File: src/rtl/neurosa_pkg.sv
// Shared definitions for the neuron/network slice: spike codes, the
// network FSM state encoding and the optional start-pointer LFSR constants.
package neurosa_pkg;

  localparam logic [1:0] SPK_NONE = 2'd0;
  localparam logic [1:0] SPK_POS  = 2'd1;
  localparam logic [1:0] SPK_NEG  = 2'd2;
  localparam logic [1:0] SPK_ILL  = 2'd3;

  typedef enum logic [1:0] {
    ST_IDLE    = 2'd0,
    ST_COLLECT = 2'd1,
    ST_SCAN    = 2'd2,
    ST_DONE    = 2'd3
  } state_e;

  // Fibonacci LFSR, taps at bit positions 16,14,13,11 (1-based).
  localparam logic [15:0] LFSR_SEED = 16'hACE1;
  localparam logic [15:0] LFSR_TAPS = 16'hB400;

  function automatic logic [15:0] lfsr_next(input logic [15:0] cur);
    return {cur[14:0], ^(cur & LFSR_TAPS)};
  endfunction

endpackage

File: src/rtl/spike_rr_scan.sv
// Round-robin lane scanner: walks the spike snapshot one lane per cycle from
// a start pointer, wrapping at the participating lane count, and reports the
// first positive/negative spike (hit) or that every lane was visited (exhausted).
module spike_rr_scan
  import neurosa_pkg::*;
#(
  parameter int TEN_DATA_WIDTH  = 2,
  parameter int NEURON_ID_WIDTH = 8,
  parameter int NUM_NEURON      = 256
) (
  input  logic                                 clk,
  input  logic                                 reset_l,
  input  logic                                 en_i,
  input  logic                                 load_i,
  input  logic                                 scan_i,
  input  logic [NEURON_ID_WIDTH-1:0]           start_ptr_i,
  input  logic [NEURON_ID_WIDTH-1:0]           active_i,
  input  logic [NUM_NEURON*TEN_DATA_WIDTH-1:0] snap_i,
  output logic                                 hit_o,
  output logic                                 exhausted_o,
  output logic                                 illegal_o,
  output logic [NEURON_ID_WIDTH-1:0]           win_id_o,
  output logic [NEURON_ID_WIDTH-1:0]           next_ptr_o,
  output logic [TEN_DATA_WIDTH-1:0]            win_code_o
);

  logic [NEURON_ID_WIDTH-1:0] ptr_q, ptr_d;
  logic [NEURON_ID_WIDTH:0]   cnt_q, cnt_d;
  logic [NEURON_ID_WIDTH-1:0] active_q, active_d;

  logic [TEN_DATA_WIDTH-1:0]  lanes [NUM_NEURON];
  logic [TEN_DATA_WIDTH-1:0]  laneCode;
  logic [NEURON_ID_WIDTH:0]   ptrInc;
  logic [NEURON_ID_WIDTH:0]   cntInc;
  logic [NEURON_ID_WIDTH-1:0] ptrWrapped;
  logic [NEURON_ID_WIDTH-1:0] startClamp;
  logic                       isSpike;

  for (genvar g = 0; g < NUM_NEURON; g++) begin : gLane
    assign lanes[g] = snap_i[g*TEN_DATA_WIDTH +: TEN_DATA_WIDTH];
  end

  // Decode the current lane, compute the wrapped successor and the next scan position.
  always_comb begin
    laneCode    = lanes[ptr_q];
    isSpike     = (laneCode == SPK_POS) || (laneCode == SPK_NEG);
    ptrInc      = {1'b0, ptr_q} + 1'b1;
    cntInc      = cnt_q + 1'b1;
    ptrWrapped  = (ptrInc >= {1'b0, active_q}) ? '0 : ptrInc[NEURON_ID_WIDTH-1:0];
    startClamp  = (start_ptr_i < active_i) ? start_ptr_i : '0;
    hit_o       = scan_i && isSpike;
    exhausted_o = scan_i && !isSpike && (cntInc >= {1'b0, active_q});
    illegal_o   = scan_i && (laneCode == SPK_ILL);
    win_id_o    = ptr_q;
    win_code_o  = laneCode;
    next_ptr_o  = ptrWrapped;
    ptr_d       = ptr_q;
    cnt_d       = cnt_q;
    active_d    = active_q;
    if (load_i) begin
      ptr_d    = startClamp;
      cnt_d    = '0;
      active_d = active_i;
    end else if (scan_i && !isSpike) begin
      ptr_d = ptrWrapped;
      cnt_d = cntInc;
    end
  end

  // Scan pointer, visited-lane count and the lane count latched for this round.
  always_ff @(posedge clk or negedge reset_l) begin
    if (!reset_l) begin
      ptr_q    <= '0;
      cnt_q    <= '0;
      active_q <= '0;
    end else if (en_i) begin
      ptr_q    <= ptr_d;
      cnt_q    <= cnt_d;
      active_q <= active_d;
    end
  end

endmodule

File: src/rtl/spike_network.sv
// Network end of the neuron en_network/networkDone/spike_in handshake.
// Waits for all active neurons to request, snapshots their spike codes,
// picks one firing neuron round-robin and broadcasts {spike, id}.
// Optional macro SPIKE_LFSR_EN replaces the round-robin start pointer with
// an LFSR-derived one.
module spike_network
  import neurosa_pkg::*;
#(
  parameter int TEN_DATA_WIDTH  = 2,
  parameter int NEURON_ID_WIDTH = 8,
  parameter int NUM_NEURON      = 256
) (
  input  logic                                      clk,
  input  logic                                      reset_l,
  input  logic                                      en_net,
  input  logic [NEURON_ID_WIDTH-1:0]                active_neuron,
  input  logic [NUM_NEURON-1:0]                     en_network,
  input  logic [NUM_NEURON*TEN_DATA_WIDTH-1:0]      spike_out,
  output logic [TEN_DATA_WIDTH+NEURON_ID_WIDTH-1:0] spike_in,
  output logic                                      networkDone,
  output logic                                      spike_err
);

  state_e state_q, state_d;

  logic [NUM_NEURON*TEN_DATA_WIDTH-1:0]      snap_q;
  logic [TEN_DATA_WIDTH+NEURON_ID_WIDTH-1:0] spike_in_q;
  logic                                      networkDone_q;
  logic                                      spike_err_q;

  logic                       reqAll;
  logic                       load;
  logic                       scan;
  logic                       hit;
  logic                       exhausted;
  logic                       illegal;
  logic [NEURON_ID_WIDTH-1:0] winId;
  logic [NEURON_ID_WIDTH-1:0] nextPtr;
  logic [TEN_DATA_WIDTH-1:0]  winCode;
  logic [NEURON_ID_WIDTH-1:0] startSel;

`ifdef SPIKE_LFSR_EN
  logic [15:0] lfsr_q;

  // Random start lane: LFSR low bits when they name a participating lane, else lane 0.
  always_comb begin
    startSel = '0;
    if (lfsr_q[NEURON_ID_WIDTH-1:0] < active_neuron) begin
      startSel = lfsr_q[NEURON_ID_WIDTH-1:0];
    end
  end

  // LFSR steps once per completed round.
  always_ff @(posedge clk or negedge reset_l) begin
    if (!reset_l) begin
      lfsr_q <= LFSR_SEED;
    end else if (en_net && (state_q == ST_DONE)) begin
      lfsr_q <= lfsr_next(lfsr_q);
    end
  end

  logic unusedNextPtr;
  assign unusedNextPtr = ^nextPtr;
`else
  logic [NEURON_ID_WIDTH-1:0] start_ptr_q;

  assign startSel = start_ptr_q;

  // Round-robin start pointer moves just past each winner; a round with no hit leaves it alone.
  always_ff @(posedge clk or negedge reset_l) begin
    if (!reset_l) begin
      start_ptr_q <= '0;
    end else if (en_net && scan && hit) begin
      start_ptr_q <= nextPtr;
    end
  end
`endif

  // A round may start once every participating lane requests; lanes beyond active_neuron are don't-care.
  always_comb begin
    reqAll = 1'b1;
    for (int i = 0; i < NUM_NEURON; i++) begin
      if ((i < int'(active_neuron)) && !en_network[i]) begin
        reqAll = 1'b0;
      end
    end
  end

  // Next-state logic and the scanner control strobes.
  always_comb begin
    state_d = state_q;
    load    = 1'b0;
    scan    = 1'b0;
    case (state_q)
      ST_IDLE: begin
        if (active_neuron != '0) begin
          state_d = ST_COLLECT;
        end
      end
      ST_COLLECT: begin
        if (active_neuron == '0) begin
          state_d = ST_IDLE;
        end else if (reqAll) begin
          load    = 1'b1;
          state_d = ST_SCAN;
        end
      end
      ST_SCAN: begin
        scan = 1'b1;
        if (hit || exhausted) begin
          state_d = ST_DONE;
        end
      end
      ST_DONE: begin
        state_d = ST_COLLECT;
      end
      default: begin
        state_d = ST_IDLE;
      end
    endcase
  end

  spike_rr_scan #(
    .TEN_DATA_WIDTH (TEN_DATA_WIDTH),
    .NEURON_ID_WIDTH(NEURON_ID_WIDTH),
    .NUM_NEURON     (NUM_NEURON)
  ) uScan (
    .clk        (clk),
    .reset_l    (reset_l),
    .en_i       (en_net),
    .load_i     (load),
    .scan_i     (scan),
    .start_ptr_i(startSel),
    .active_i   (active_neuron),
    .snap_i     (snap_q),
    .hit_o      (hit),
    .exhausted_o(exhausted),
    .illegal_o  (illegal),
    .win_id_o   (winId),
    .next_ptr_o (nextPtr),
    .win_code_o (winCode)
  );

  // State, snapshot and registered outputs; everything freezes while en_net is low.
  always_ff @(posedge clk or negedge reset_l) begin
    if (!reset_l) begin
      state_q       <= ST_IDLE;
      snap_q        <= '0;
      spike_in_q    <= '0;
      networkDone_q <= 1'b0;
      spike_err_q   <= 1'b0;
    end else if (en_net) begin
      state_q       <= state_d;
      networkDone_q <= (state_d == ST_DONE);
      if (load) begin
        snap_q <= spike_out;
      end
      if (scan && hit) begin
        spike_in_q <= {winCode, winId};
      end else if (scan && exhausted) begin
        spike_in_q <= '0;
      end
      if (illegal) begin
        spike_err_q <= 1'b1;
      end
    end
  end

  assign spike_in    = spike_in_q;
  assign networkDone = networkDone_q;
  assign spike_err   = spike_err_q;

endmodule
File: config.mk
export PLATFORM = sky130hd
export DESIGN_NAME = spike_network
export DESIGN_NICKNAME = d
export VERILOG_FILES = /design/src/rtl/neurosa_pkg.sv /design/src/rtl/spike_rr_scan.sv /design/src/rtl/spike_network.sv
export SDC_FILE = /design/constraint.sdc
export NUM_CORES = 1
export LEC_CHECK = 0
export CAP_MARGIN = 25
export CORE_AREA = 4 4 303 305
export CTS_CLUSTER_SIZE = 14
export DETAILED_ROUTE_END_ITERATION = 16
export DIE_AREA = 0 0 307 309
export HOLD_SLACK_MARGIN = 0.02
export PLACE_DENSITY = 0.67
export SETUP_SLACK_MARGIN = 0.1
export SYNTH_ARGS = -nofsm -noshare
export SYNTH_HDL_FRONTEND = slang
export SYNTH_SLANG_ARGS = --single-unit
File: constraint.sdc
create_clock -name clk -period 7.9 [get_ports clk]
set_clock_uncertainty 0.05 [all_clocks]
set_input_delay 1.58 -clock clk [delete_from_list [all_inputs] [get_ports clk]]
set_output_delay 1.58 -clock clk [all_outputs]
set_load 0.02 [all_outputs]
Word level (Yosys, flattened, before mapping)

Index checks and enable logic that the tools add are counted.

Output and inout port bits: 12
Word-level logic and storage cells: 1083
Bits in registers: 559
Input port bits: 779

Bitwise operators: 1
Reduce and logical (&&, ||, !) cells: 530
Order comparisons: 259
Add/subtract/negate cells: 2
Muxes and demuxes: 275
Eq/ne operators: 7

Operator list:

| operator                                                                    | number |
|---|---|
| 8-bit less-than comparator, first input constant                            | 127 |
| 7-bit by 8-bit less-than comparator with 1-bit output, first input constant | 64 |
| 1-bit logical AND                                                           | 263 |
| 1-bit two-way mux                                                           | 259 |
| 1-bit zero test                                                             | 256 |
| 6-bit by 8-bit less-than comparator with 1-bit output, first input constant | 32 |
| 5-bit by 8-bit less-than comparator with 1-bit output, first input constant | 16 |
| 4-bit by 8-bit less-than comparator with 1-bit output, first input constant | 8 |
| 3-bit by 8-bit less-than comparator with 1-bit output, first input constant | 4 |
| 8-bit two-way mux                                                           | 4 |
| 10-bit two-way mux                                                          | 2 |
| 9-bit by 8-bit greater-or-equal comparator with 1-bit output                | 2 |
| 9-bit two-way mux                                                           | 2 |
| 2-bit binary-select mux with 8-bit select                                   | 1 |
| 1-bit by 8-bit less-than comparator with 1-bit output, first input constant | 2 |
| 2-bit by 8-bit less-than comparator with 1-bit output, first input constant | 2 |
| 2-bit two-way mux                                                           | 6 |
| 2-bit == test, second input constant                                        | 5 |
| 8-bit by 1-bit adder with 9-bit output, second input constant               | 1 |
| 9-bit by 1-bit adder with 9-bit output, second input constant               | 1 |
| 9-bit greater-or-equal comparator, second input constant                    | 1 |
| 8-bit NOT with 9-bit output                                                 | 1 |
| 8-bit zero test                                                             | 1 |
| 8-bit less-than comparator                                                  | 1 |
| other kinds (7)                                                             | 13 |

Depth between registers and ports, before layout

Depth in word-level cells: 262
Gate-level depth with buffers: 16

Cells and area by module

A second synthesis with hierarchy kept.

Cells, all modules: 2328
Area, all modules: 31163.6 µm²

Modules (own cells, without submodules):

| module        | instances | seq. area each (µm²) | cells each | area an instance (µm²) |
|---|---|---|---|---|
| spike_network | 1         | 13362.8              | 1695       | 24627.4 |
| spike_rr_scan | 1         | 625.6                | 633        | 6536.3 |

Least setup slack after synthesis

OpenSTA, ideal clock, no wires.

Kind: input to register
Start: input active_neuron[0]
End: register uScan.ptr_q[4], in the netlist uScan.win_id_o[4]
Data required time: 7.722 ns
Stages: 11
Path buffers: 1
Data arrival time: 4.779 ns
Path slack: 2.944 ns
Cells stage by stage: clkbuf_1 -> nor4_2 -> a21oi_1 -> or4_1 -> nor3_1 -> o22ai_1 -> or4_1 -> nor4_4 -> nand4_1 -> mux2i_1 -> mux2_1

Longest elaborated chain between the ends: 262

RTL lines:

| element                                               | RTL line             | RTL |
|---|---|---|
| from (decl)                                           | spike_network.sv:16  | `input logic [NEURON_ID_WIDTH-1:0] active_neuron,` |
| 1-bit by 8-bit less-than comparator with 1-bit output | spike_network.sv:83  | `if ((i < int'(active_neuron)) && !en_network[i]) begin` |
| 1-bit logical AND                                     | spike_network.sv:83  |  |
| 1-bit two-way mux (255 in series)                     | spike_network.sv:83  |  |
| 1-bit two-way mux                                     | spike_network.sv:103 | `end else if (reqAll) begin` |
| 1-bit two-way mux                                     | spike_network.sv:101 | `if (active_neuron == '0) begin` |
| 1-bit two-way mux                                     | spike_network.sv:94  | `case (state_q)` |
| 2-bit nonzero test (no source line)                   | n/a                  |  |
| 2-bit AND reduction (no source line)                  | n/a                  |  |
| to (signal assigned)                                  | spike_rr_scan.sv:77  | `ptr_q <= ptr_d;` |
| to (decl)                                             | spike_rr_scan.sv:27  | `logic [NEURON_ID_WIDTH-1:0] ptr_q, ptr_d;` |

Parallel ways exist; a longest one is shown, timed or not.
A chain may end at the register's enable or synchronous reset.

Worst setup path after layout

Start: input active_neuron[7]
End: register snap_q[0]

Longest elaborated chain between the ends: 261

RTL lines:

| element                                               | RTL line             | RTL |
|---|---|---|
| 1-bit by 8-bit less-than comparator with 1-bit output | spike_network.sv:83  |  |
| 1-bit logical AND                                     | spike_network.sv:83  |  |
| 1-bit two-way mux (255 in series)                     | spike_network.sv:83  |  |
| 1-bit two-way mux                                     | spike_network.sv:103 |  |
| 1-bit two-way mux (*)                                 | spike_network.sv:101 |  |
| 1-bit two-way mux (*)                                 | spike_network.sv:94  |  |
| 2-bit AND reduction (no source line) (*)              | n/a                  |  |
| to (signal assigned)                                  | spike_network.sv:156 | `snap_q <= spike_out;` |
| to (decl)                                             | spike_network.sv:26  | `logic [NUM_NEURON*TEN_DATA_WIDTH-1:0] snap_q;` |

Every way passes the cells marked *; elsewhere a longest branch is shown, timed or not.

==> results.md <==
* Status: completed
* Core Rows at 110
* Worst-Margin Slew at 1.20 ns
* Reg clk slew, reported paths at 0.06 ns
* DRT Pass-1 Iters at 5
* Cell taking the most area after synthesis: dfrtp_1
* Post-synth top area share at 0.479
* Hold Buf Count CTS at 0
* Pwr Total at 6.39 mW
* Number of setup buffers added after CTS at 0
* Num ports at 791
* Register bit total from synthesis at 559
* Top post-synthesis cells by area: dfrtp_1, mux2_1, mux4_2
* Mux contribution to synthesized area at 0.306
* Total GRT Usage at 0.259
* Wirelength per Cell at 28.7 um
* Syn_nets at 3,179
* Slowest cell on crit path: clkdlybuf4s50_1
* Total DRC errors in the routed layout at 0
* Ys async rst share at 1.00
* Final setup violation count at 0
* TNS Setup at 0 ns
* Hold Path Class: reg -> reg
* Worst-path cell chain: clkdlybuf4s50_1 -> buf_4 -> nor4b_4 -> a21oi_1 -> or4_1 -> a21oi_1 -> o22ai_1 -> or4_1 -> nor4_4 -> buf_4 -> nand4b_4 -> buf_12 -> buf_12 -> mux2_1
* P_leak at 18.4 nW
* CTS Buffer Depth at 3
* Synth warn at 0
* Post-detailed-placement half-perimeter wirelength at 98,700 um
* Root buf cell: clkbuf_16
* CP endpoint kind: flip-flop
* Worst setup path category: in -> reg
* Top-count cell post-synth: dfrtp_1
* Post-CTS sizing at 0
* Core area at 89,300 um2
* Clock Latency Late Sink at 0.62 ns
* RSZ-0062 raised after global routing: false
* Crit path largest cell delay at 0.80 ns
* Die Area at 94,900 um2
* Simple-Gate Fraction of Synth Area at 0.0546
* Die height at 309 um
* Top cells by count, synth: dfrtp_1, mux2_1, a21oi_1
* Cell Area, Synth at 29,200 um2
* Adder-cell share of the synthesized area at 0.0132
* Routability Congestion at 0.978
* Maxcap violations at 0
* NumNets Final at 3,948
* Vias after detailed routing at 23,868
* CTS tree: done
* Final hold vios at 0
* Prevailing post-synth register cell: dfrtp_1
* H-tree lvl count at 2
* Final critical-path required period at 6.18 ns
* Final Util at 0.457
* Final Max Slew Viols at 0
* Worst endpoint data arrival time at 6.63 ns
* Worst Path Required at 8.34 ns
* Largest family of logic cells by synthesized area: multiplexers
* PortBufs at 789
* Netlist cell types at 76
* Final wirelength at 127,000 um
* Remaining global-route overflow at 0
* Compound-gate portion of the synthesized area at 0.114
* VDD IR max at 0.000185 V
* Synthesized instance count at 2,374
* Via density at 5.41
* Global-route wire length before repair at 178,000 um
* Layout area overhead at 39.9%
* Seq/Total Area, Yosys at 0.479
* Clk sinks at 559
* Initial antenna violation count at 71
* Horiz. Die Dim at 307 um
* Post-synth EDFFs at 0
* PwrDens at 156 nW/um2
* Initial Utilization at 0.327
* TritonCTS Buffers at 57
* Initial DRC count at 1,643
* Filler cells at 8,289
* FMAX at 162 MHz
* Post-DRT Antenna Nets at 0
* Critical-path maximum fanout at 133
* Slew margin rel. at 0.179
* Syn avg cell area at 12.3 um2
* Largest net degree at the start of global routing at 154
* Vias in the first global route at 25,287
* XOR/XNOR share of the synthesized area at 0.00390
* Period utilisation layout at 0.783
* CP startpoint kind: input port
* Share of layout cells above drive strength 1 at 0.105
==> flip-flops by register name (all words and copies together), names as in the netlist <==
name,count
snap_q,512
spike_in,10
uScan.cnt_q,9
startSel,8
uScan.active_q,8
uScan.win_id_o,8
state_q,2
networkDone,1
spike_err,1
==> cells in the final DEF, fill, tap and decap left out, types with 17 or more instances in the layout <==
cell	n
o22ai_1	40
mux4_2	74
o21ai_0	102
mux2i_1	105
nand3_1	23
a21oi_1	200
buf_4	89
inv_1	20
nor4_1	20
clkbuf_16	58
nand2_1	109
a21o_1	17
diode_2	47
clkdlybuf4s50_1	788
nor2_1	44
dfrtp_1	555
o221ai_1	36
ha_1	26
mux2_1	515
mux2_2	37
a211oi_1	34
a31oi_1	20
==> metrics by stage <==
step / area (um2) / setup slack, ns / hold slack [ns] / std cells
6_report: 40800 / 1.72 / 0.415 / 4412
3_3_place_gp: 38800 / 1.20 / 0.397 / 4258
2_1_floorplan: 29200 / 2.94 / 0.400 / 2374
3_5_place_dp: 38800 / 1.22 / 0.405 / 4259
4_1_cts: 40700 / 1.88 / 0.418 / 4364
5_1_grt: 40800 / 1.57 / 0.446 / 4391
==> report_power, final <==
part / internal, mW / switching (mW) / total [mW] / leakage (nW)
combinational: 0.414 / 0.299 / 0.714 / 9.63
sequential: 2.86 / 0.000397 / 2.86 / 7.80
clock: 1.63 / 1.18 / 2.81 / 0.944
==> area by class of cell <==
| type | instances | area [um2] | area share |
|---|---|---|---|
| clock buffer | 81 | 1630 | 0.0399 |
| tap | 1176 | 1470 | 0.0360 |
| inverter | 22 | 82.6 | 0.00202 |
| sequential | 559 | 14000 | 0.343 |
| timing repair buffer | 892 | 8840 | 0.217 |
| multi-input combinational | 1611 | 14400 | 0.353 |
| antenna | 47 | 118 | 0.00288 |
| clock inverter | 24 | 297 | 0.00726 |
==> logic make-up (layout without fill, tap and decap cells) <==
logic type,after synthesis,after routing
compound gates,537,537
xor+xnor,13,13
fa+ha+maj,32,32
buf+inv,204,1019
flops,559,559
mux,731,731
other cells,0,47
simple gates,298,298
==> path summary, 6_finish.rpt <==
path / to / from / slack (ns) / cells past startpoint
max in group asynchronous: snap_q[268] / reset_l / 5.26 / 2
min in group asynchronous: snap_q[420] / reset_l / 1.01 / 1
worst min-delay path: spike_err / spike_err / 0.42 / 1
worst min register to register: spike_err / spike_err / 0.42 / 1
worst max-delay path: snap_q[0] / active_neuron[7] / 1.72 / 14
worst max register to register: uScan.win_id_o[4] / uScan.win_id_o[2] / 2.17 / 13
==> routing by layer <==
metal  part of all wire  global-route usage  up-vias
met1               0.35               0.269    11957
met3              0.082              0.0820      299
met2               0.51               0.466      986
li1                   -                   -    10586
met5             0.0021                   0        -
met4              0.058               0.141       40
==> worst max-delay path, delay by kind of cell <==
kind / cells / cell delay (ns)
AOI/OAI and AO/OA: 3 / 0.79
buffers and inverters: 5 / 1.85
muxes: 1 / 0.44
and+or+nand+nor: 5 / 1.79
(Power assumes the default switching activity.)
